## src/rtl/hd44780_cmd_queue.sv

```systemverilog
// Command/data FIFO feeding hd44780_bytesender, one byte at a time.
// After each byte the LCD is given its execution time: 53 us, or 3 ms after clear/home.
module hd44780_cmd_queue #(
    parameter int DEPTH_BITS  = 4,
    parameter int DELAY_SHORT = 636,
    parameter int DELAY_LONG  = 36000,
    parameter int TIMER_BITS  = 16
) (
    input  logic                  CLK_I,
    input  logic                  RST_I,
    input  logic                  STB_I,
    input  logic                  i_rs,
    input  logic [7:0]            i_data,
    output logic                  full,
    output logic                  empty,
    output logic [DEPTH_BITS:0]   count,
    output logic                  idle,
    output logic                  o_stb,
    output logic                  o_rs,
    output logic [7:0]            o_data,
    input  logic                  i_busy
);

    localparam int DEPTH = 1 << DEPTH_BITS;
    localparam logic [DEPTH_BITS:0]   CNT_FULL   = (DEPTH_BITS + 1)'(DEPTH);
    localparam logic [DEPTH_BITS:0]   CNT_ONE    = (DEPTH_BITS + 1)'(1);
    localparam logic [DEPTH_BITS-1:0] PTR_ONE    = DEPTH_BITS'(1);
    localparam logic [TIMER_BITS-1:0] LOAD_SHORT = TIMER_BITS'(DELAY_SHORT - 1);
    localparam logic [TIMER_BITS-1:0] LOAD_LONG  = TIMER_BITS'(DELAY_LONG - 1);
    localparam logic [TIMER_BITS-1:0] TIMER_ONE  = TIMER_BITS'(1);

    typedef enum logic [2:0] {
        S_IDLE,
        S_LAUNCH,
        S_WAITBUSY,
        S_WAITDONE,
        S_SETTLE
    } state_t;

    logic [8:0]            mem [DEPTH];
    logic [DEPTH_BITS-1:0] wr_ptr;
    logic [DEPTH_BITS-1:0] rd_ptr;
    logic [DEPTH_BITS:0]   count_next;
    logic [8:0]            head;
    logic                  push;
    logic                  pop;

    state_t                state;
    state_t                state_next;
    logic [TIMER_BITS-1:0] timer;
    logic [TIMER_BITS-1:0] timer_next;
    logic [1:0]            wd;
    logic [1:0]            wd_next;
    logic                  long_q;
    logic                  long_next;
    logic                  stb_next;
    logic                  rs_next;
    logic [7:0]            data_next;

    // The registered full flag governs, so a pop in the same cycle never admits a write.
    assign push = STB_I && !full;
    assign head = mem[rd_ptr];

    always_comb begin
        unique case ({push, pop})
            2'b10:   count_next = count + CNT_ONE;
            2'b01:   count_next = count - CNT_ONE;
            default: count_next = count;
        endcase
    end

    always_ff @(posedge CLK_I) begin
        if (push) begin
            mem[wr_ptr] <= {i_rs, i_data};
        end
    end

    always_comb begin
        state_next = state;
        timer_next = timer;
        wd_next    = wd;
        long_next  = long_q;
        stb_next   = 1'b0;
        rs_next    = o_rs;
        data_next  = o_data;
        pop        = 1'b0;
        case (state)
            S_IDLE: begin
                if (!empty && !i_busy) begin
                    pop        = 1'b1;
                    stb_next   = 1'b1;
                    rs_next    = head[8];
                    data_next  = head[7:0];
                    long_next  = !head[8] && (head[7:2] == 6'd0) && (head[1:0] != 2'd0);
                    state_next = S_LAUNCH;
                end
            end
            S_LAUNCH: begin
                wd_next    = 2'd2;
                state_next = S_WAITBUSY;
            end
            // Busy may never be seen if the sender is quick; the watchdog prevents a deadlock.
            S_WAITBUSY: begin
                if (i_busy || wd == 2'd0) begin
                    state_next = S_WAITDONE;
                end else begin
                    wd_next = wd - 2'd1;
                end
            end
            S_WAITDONE: begin
                if (!i_busy) begin
                    timer_next = long_q ? LOAD_LONG : LOAD_SHORT;
                    state_next = S_SETTLE;
                end
            end
            S_SETTLE: begin
                if (timer == '0) begin
                    state_next = S_IDLE;
                end else begin
                    timer_next = timer - TIMER_ONE;
                end
            end
            default: state_next = S_IDLE;
        endcase
    end

    always_ff @(posedge CLK_I or posedge RST_I) begin
        if (RST_I) begin
            state  <= S_IDLE;
            timer  <= '0;
            wd     <= 2'd0;
            long_q <= 1'b0;
            o_stb  <= 1'b0;
            o_rs   <= 1'b0;
            o_data <= 8'h00;
            wr_ptr <= '0;
            rd_ptr <= '0;
            count  <= '0;
            full   <= 1'b0;
            empty  <= 1'b1;
            idle   <= 1'b1;
        end else begin
            state  <= state_next;
            timer  <= timer_next;
            wd     <= wd_next;
            long_q <= long_next;
            o_stb  <= stb_next;
            o_rs   <= rs_next;
            o_data <= data_next;
            if (push) begin
                wr_ptr <= wr_ptr + PTR_ONE;
            end
            if (pop) begin
                rd_ptr <= rd_ptr + PTR_ONE;
            end
            count  <= count_next;
            full   <= (count_next == CNT_FULL);
            empty  <= (count_next == '0);
            idle   <= (count_next == '0) && (state_next == S_IDLE);
        end
    end

endmodule
```

## config.mk

```make
export PLATFORM = sky130hd
export DESIGN_NAME = hd44780_cmd_queue
export DESIGN_NICKNAME = d
export VERILOG_FILES = /design/src/rtl/hd44780_cmd_queue.sv
export SDC_FILE = /design/constraint.sdc
export NUM_CORES = 1
export LEC_CHECK = 0
export CAP_MARGIN = 20
export CORE_MARGIN = 2
export CORE_UTILIZATION = 40
export CTS_BUF_LIST = sky130_fd_sc_hd__clkbuf_8
export DETAILED_ROUTE_END_ITERATION = 7
export PLACE_DENSITY = 0.62
export SLEW_MARGIN = 20
export SYNTH_ARGS = -nofsm -noshare
export SYNTH_HDL_FRONTEND = slang
export SYNTH_SLANG_ARGS = --single-unit
```

## constraint.sdc

```tcl
create_clock -name CLK_I -period 8.2 [get_ports CLK_I]
set_input_delay 1.64 -clock CLK_I [delete_from_list [all_inputs] [get_ports CLK_I]]
set_output_delay 1.64 -clock CLK_I [all_outputs]
set_load 0.05 [all_outputs]
```

==> results_dict.tcl, run 1 <==
set metrics [dict create \
    synth_warnings 0 \
    clkSinkCount 192 \
    synth.area.top_cells "edfxtp_1, dfrtp_1, mux4_2" \
    synth_xor_area_share_pct 1.75 \
    final_nets 533 \
    synthSimpleGateAreaFrac_pct 6.77 \
    finClkSkew_ns 0.0142 \
    ys_async_sr_fraction_pct 25.0 \
    coreArea_mm2 0.0195 \
    crit_required_ns 8.59 \
    root_buffer "clkbuf_8" \
    die_h_um 145 \
    synth-adder-area-share_pct 1.88 \
    wire_per_inst_um 18.8 \
    track_usage_pct 14.7 \
    grt_pass1_vias 4290 \
    synthMuxAreaShare_pct 14.2 \
    grt_max_degree 49 \
    drt-initial-drc-count 244 \
    rows 51 \
    synth_top_family_by_area "multiplexers" \
    ir_drop_uv 117 \
    cts.htree.levels 4 \
    cts_inserted_buffers 17 \
    synth_edf_count 144 \
    die_w_um 145 \
    final_antenna_net_count 0 \
    drt-pass1-iter-count 4 \
    yosysSeqAreaShare_pct 69.1 \
    area_delta_synth_final_pct 11.8 \
    synth_cells 471 \
    via_count 4094 \
    slew_headroom_pct 44.3 \
    fin_setup_tns_ns 0 \
    ys_seq_elements 192 \
    viasPerCell 5.21 \
    drcViolationCount 0 \
    rsz0062_at_grt "no" \
    hold_violations 0 \
    timing.final.crit_share_pct 52.0 \
    fmax_mhz 234 \
    status "finished clean" \
    layout-drive-gt1-share_pct 17.9 \
    num_antenna_cells 0 \
    max-clock-path-buffers 2 \
    maxCapViolations 0 \
    gp_congestion 0.809 \
    worstHoldPathType "reg2reg" \
    crit_type "in2reg" \
    ios 31 \
    setup_viol 0 \
    die_area_mm2 0.0212 \
    initial_core_util_pct 41.0 \
    powerDensity_mw_per_mm2 337 \
    critPathArrivalTime_ns 4.66 \
    cts_setup_buffers 0 \
    p_leak_nw 3.07 \
    ctsHoldBuffers 0 \
    drv_slew 0 \
    syn_nets 496 \
    synth_top_area_share_pct 54.0 \
    grt-ovfl-total 0 \
    io_buffers 30 \
    power_w 0.00302 \
    critical_path.max_fanout 8 \
    tritoncts "built" \
    clock_latency_ns 0.46 \
    grt_antenna_before_repair 0 \
    path_clk_slew_ns 0.10 \
    cts_resized 0 \
    synth-compound-area-share_pct 4.47 \
    dpl.hpwl_um 9620 \
    yosys-top-cells-count "edfxtp_1, dfrtp_1, mux4_2, nor2_1, and2_1" \
    yosysMostFrequentCell "edfxtp_1" \
    wirelength_um 14700 \
    synthesis.area_mm2 0.00800 \
    synthFlopType "edfxtp_1" \
    critPathLaunchType "primary input" \
    grt_pass1_wl_um 23600 \
    finalCriticalPeriod_ns 4.27 \
    syn_avg_cell_area_um2 17.0 \
    endpoint_kind "flip-flop" \
    synth.distinct_cells 56 \
    tightest_slew_ns 0.834 \
    synth_area_leader_cell "edfxtp_1" \
]
final cells by class:
type                            count  area (µm²)
Fill cell                        1743       10600
Sequential cell                   192        5530
Clock inverter                     15         141
Inverter                           14        53.8
Clock buffer                       17         234
Multi-Input combinational cell    249        2330
Tap cell                          265         332
Timing Repair Buffer               34         330
state kept, by name, summed over array words and instances, names as in the netlist:
name / cells
rd_ptr: 4
long_q: 1
timer: 16
idle: 1
empty: 1
o_stb: 1
count: 5
wd: 2
full: 1
o_data: 8
o_rs: 1
wr_ptr: 4
state: 3
mem: 144
metal layers:
metal | vias up | GRT usage (%) | wire length (µm) | share of wire, %
li1 | 1903 | - | - | -
met1 | 2106 | 19.3 | 6690 | 45
met2 | 72 | 24.6 | 7380 | 50
met3 | 13 | 3.10 | 484 | 3.3
met4 | 0 | 5.00 | 190 | 1.3
met5 | - | 0 | 0 | 0
critical path, cell delays in order:
cell and delay [ns]:
clkdlybuf4s50_1 0.45, nor2b_1 0.45, inv_1 0.19, ha_1 0.34
xor2_1 0.20, ha_1 0.20, a21boi_0 0.22, o221ai_1 0.18
a21o_1 0.21, a21oi_1 0.16, xor2_1 0.26, nor2b_1 0.16
path summary, 6_finish.rpt:
kind | cells after the start | startpoint | end | slack, ns
max reg2reg | 13 | state[1]$_DFF_PP0_ | full$_DFF_PP0_ | 5.12
max | 12 | STB_I | full$_DFF_PP0_ | 3.93
min | 1 | wd[0]$_DFFE_PP0P_ | wd[0]$_DFFE_PP0P_ | 0.49
max in group asynchronous | 2 | RST_I | rd_ptr[0]$_DFFE_PP0N_ | 6.02
min reg2reg | 1 | wd[0]$_DFFE_PP0P_ | wd[0]$_DFFE_PP0P_ | 0.49
min in group asynchronous | 2 | RST_I | wd[1]$_DFFE_PP0P_ | 1.64
power by group:
| group | internal, W | switching, W | total (W) |
|---|---|---|---|
| Sequential | 0.00122 | 0.000112 | 0.00134 |
| Combinational | 0.000476 | 0.000619 | 0.00110 |
| Clock | 0.000226 | 0.000359 | 0.000585 |
kinds of logic (layout without fill, tap and decap cells):
logic type               Yosys count  after routing
buffers and inverters             30             80
AND/OR/NAND/NOR                  105            105
multiplexers                      61             61
flip-flops                       192            192
adder cells (fa/ha/maj)           12             12
AO/OA/AOI/OAI                     55             55
XOR/XNOR                          16             16
cell usage in the layout (no fill, tap or decap), types with 4 or more instances in the layout:
| cell | Yosys | layout |
|---|---|---|
| ha_1 | 12 | 12 |
| nor2b_1 | 4 | 4 |
| o22a_1 | 4 | 4 |
| inv_1 | 13 | 12 |
| nand2_1 | 17 | 17 |
| mux2_2 | 11 | 11 |
| clkdlybuf4s50_1 | 0 | 30 |
| o21ai_0 | 11 | 11 |
| o21a_1 | 4 | 4 |
| edfxtp_1 | 144 | 144 |
| mux2i_1 | 10 | 10 |
| nand3_1 | 5 | 5 |
| xnor2_1 | 8 | 8 |
| clkbuf_8 | 0 | 17 |
| nor2_1 | 29 | 29 |
| nor3_1 | 7 | 7 |
| inv_8 | 0 | 4 |
| a31oi_1 | 4 | 4 |
| xor2_1 | 8 | 8 |
| nand2b_1 | 4 | 4 |
| a21oi_1 | 14 | 14 |
| and2_1 | 19 | 19 |
| inv_6 | 0 | 6 |
| buf_4 | 1 | 4 |
| mux4_2 | 37 | 37 |
| dfrtp_1 | 46 | 45 |
through the flow:
| stage | cell area [µm²] | setup slack (ns) | cells | util (%) | hold WS [ns] |
|---|---|---|---|---|---|
| 2_1_floorplan | 8000 | 3.88 | 471 | - | 0.442 |
| 3_3_place_gp | 8570 | 3.63 | 754 | 43.9 | 0.460 |
| 3_5_place_dp | 8570 | 3.45 | 754 | 43.9 | 0.480 |
| 4_1_cts | 8940 | 3.97 | 786 | 45.8 | 0.495 |
| 5_1_grt | 8950 | 3.54 | 786 | 45.8 | 0.520 |
| 6_report | 8950 | 3.93 | 786 | 45.8 | 0.491 |
Note: power is estimated with default switching activity, not from simulation.
==> run 2: changes to the inputs <==
--- a/config.mk
+++ b/config.mk
@@ -10,7 +10,7 @@
 export CORE_UTILIZATION = 40
 export CTS_BUF_LIST = sky130_fd_sc_hd__clkbuf_8
 export DETAILED_ROUTE_END_ITERATION = 7
-export PLACE_DENSITY = 0.62
+export PLACE_DENSITY = 0.64
 export SLEW_MARGIN = 20
 export SYNTH_ARGS = -nofsm -noshare
 export SYNTH_HDL_FRONTEND = slang
==> constraint.sdc (replaced) <==
create_clock -name CLK_I -period 3.6 [get_ports CLK_I]
set_input_delay 0.72 -clock CLK_I [delete_from_list [all_inputs] [get_ports CLK_I]]
set_output_delay 0.72 -clock CLK_I [all_outputs]
set_load 0.05 [all_outputs]
==> run 2 against run 1 <==
Clock skew down 0.0043 ns; via count up 1.3%; critical endpoint unchanged; critical path depth unchanged; flip-flop and latch count unchanged; first-iteration DRC count grew 13%.
==> results_dict.tcl, run 2 (synthesis gave the netlist of run 1 again) <==
set metrics [dict create \
    drt-pass1-iter-count 5 \
    holdPathStages 1 \
    initial_core_util_pct 41.0 \
    critPathLaunchType "primary input" \
    mostFrequentLayoutCells "edfxtp_1, dfrtp_1, mux4_2" \
    tightest_slew_ns 0.815 \
    fin_util_pct 46.0 \
    crit_required_ns 3.99 \
    fin_setup_tns_ns 0 \
    layout_commonest_cell "edfxtp_1" \
    hold_violations 0 \
    cts_setup_buffers 0 \
    wire_per_inst_um 18.8 \
    endpoint_kind "flip-flop" \
    clkSinkCount 192 \
    ff2ff_setup_slack_ns 0.86 \
    postPlaceCellArea_mm2 0.00863 \
    crit_type "in2reg" \
    die_area_mm2 0.0212 \
    root_buffer "clkbuf_8" \
    tritoncts "built" \
    max-clock-path-buffers 2 \
    power_w 0.00684 \
    grt-ovfl-total 0 \
    worstHoldPathType "reg2reg" \
    grt_antenna_before_repair 0 \
    maxCapViolations 0 \
    rr_endpoint "long_q$_DFFE_PP0N_" \
    cts_resized 0 \
    largest_reg_flops 144 \
    cts.htree.levels 4 \
    viasPerCell 5.24 \
    critical_path.max_fanout 4 \
    path_clk_slew_ns 0.09 \
    r2r_cells 5 \
    finClkSkew_ns 0.00989 \
    die_w_um 145 \
    finalCriticalPeriod_ns 2.88 \
    fmax_mhz 347 \
    track_usage_pct 14.6 \
    area_delta_synth_final_pct 12.1 \
    regToRegStartpoint "rd_ptr[0]$_DFFE_PP0N_" \
    status "finished clean" \
    ir_drop_uv 253 \
    final_antenna_net_count 0 \
    min_to "wd[0]$_DFFE_PP0P_" \
    grt_pass1_wl_um 23600 \
    layout-drive-gt1-share_pct 17.7 \
    ios 31 \
    clock_latency_ns 0.45 \
    cts_inserted_buffers 17 \
    hold_start "wd[0]$_DFFE_PP0P_" \
    p_leak_nw 3.08 \
    critPathArrivalTime_ns 3.27 \
    largestRegisters "mem (144), timer (16), o_data (8)" \
    via_count 4146 \
    largest_register "mem" \
    timing.final.crit_share_pct 80.0 \
    wirelength_um 14800 \
    multi_input_area_mm2 0.00233 \
    die_h_um 145 \
    rows 51 \
    io_buffers 30 \
    gp_congestion 0.809 \
    powerDensity_mw_per_mm2 763 \
    drcViolationCount 0 \
    num_antenna_cells 0 \
    dpl.hpwl_um 10200 \
    ctsHoldBuffers 0 \
    setup_viol 0 \
    grt_max_degree 49 \
    slew_headroom_pct 45.6 \
    fillers 1655 \
    regArea_mm2 0.00553 \
    final_nets 538 \
    postLayoutCellArea_mm2 0.00897 \
    drv_slew 0 \
    rsz0062_at_grt "no" \
    coreArea_mm2 0.0195 \
    drt-initial-drc-count 276 \
    grt_pass1_vias 4243 \
]
run 2: changes by cell type in the layout (fill, tap and decap cells not counted), moves of 3 or more:
cell	delta
clkinv_1	+3
inv_6	-6
inv_8	-4
buf_4	+3
clkinv_2	+3
clkinvlp_4	+3
run 2: worst max path at each step:
| stage | start | end | slack [ns] | depth (start not counted) |
|---|---|---|---|---|
| 4_1_cts | STB_I | full$_DFF_PP0_ | 0.76 | 12 |
| 2_1_floorplan | i_busy | full$_DFF_PP0_ | 0.20 | 13 |
| 5_1_grt | i_busy | full$_DFF_PP0_ | 0.46 | 13 |
| 3_3_place_gp | i_busy | full$_DFF_PP0_ | 0.38 | 13 |
| 6_report | STB_I | full$_DFF_PP0_ | 0.72 | 12 |
| 3_5_place_dp | STB_I | full$_DFF_PP0_ | 0.26 | 12 |
run 2: cell type report:
cell class              count  area share [%]
inverters                  14           0.600
flip-flops and latches    192            61.6
multi-input cells         249            25.9
clock inverters            15            1.17
well taps                 265            3.70
clock buffers              17            2.61
repair buffers             39            4.38
run 2: power breakdown:
| group | internal (W) | switching, W |
|---|---|---|
| Combinational | 0.00114 | 0.00131 |
| Clock | 0.000528 | 0.000711 |
| Sequential | 0.00278 | 0.000374 |
| Total | 0.00445 | 0.00239 |
run 2: metal layers:
metal / vias up / global-route usage (%) / wire [µm]
met4: 0 / 4.26 / 132
met3: 11 / 3.79 / 514
met1: 2160 / 19.3 / 6710
li1: 1905 / - / -
met2: 70 / 24.0 / 7490
met5: - / 0 / 0
run 2: stage by stage:
step           instances  hold WS [ns]  worst slack [ns]
6_report             791         0.504             0.718
5_1_grt              791         0.531             0.465
2_1_floorplan        471         0.442             0.198
3_5_place_dp         759         0.497             0.258
3_3_place_gp         759         0.460             0.375
4_1_cts              791         0.510             0.760
run 2: worst max-delay path, stage by stage:
cell and delay [ns]:
clkdlybuf4s50_1 0.45, nor2b_1 0.17, inv_1 0.13, ha_1 0.24
xor2_1 0.18, ha_1 0.22, a21boi_0 0.19, o221ai_1 0.17
a21o_1 0.20, a21oi_1 0.17, xor2_1 0.26, nor2b_1 0.16
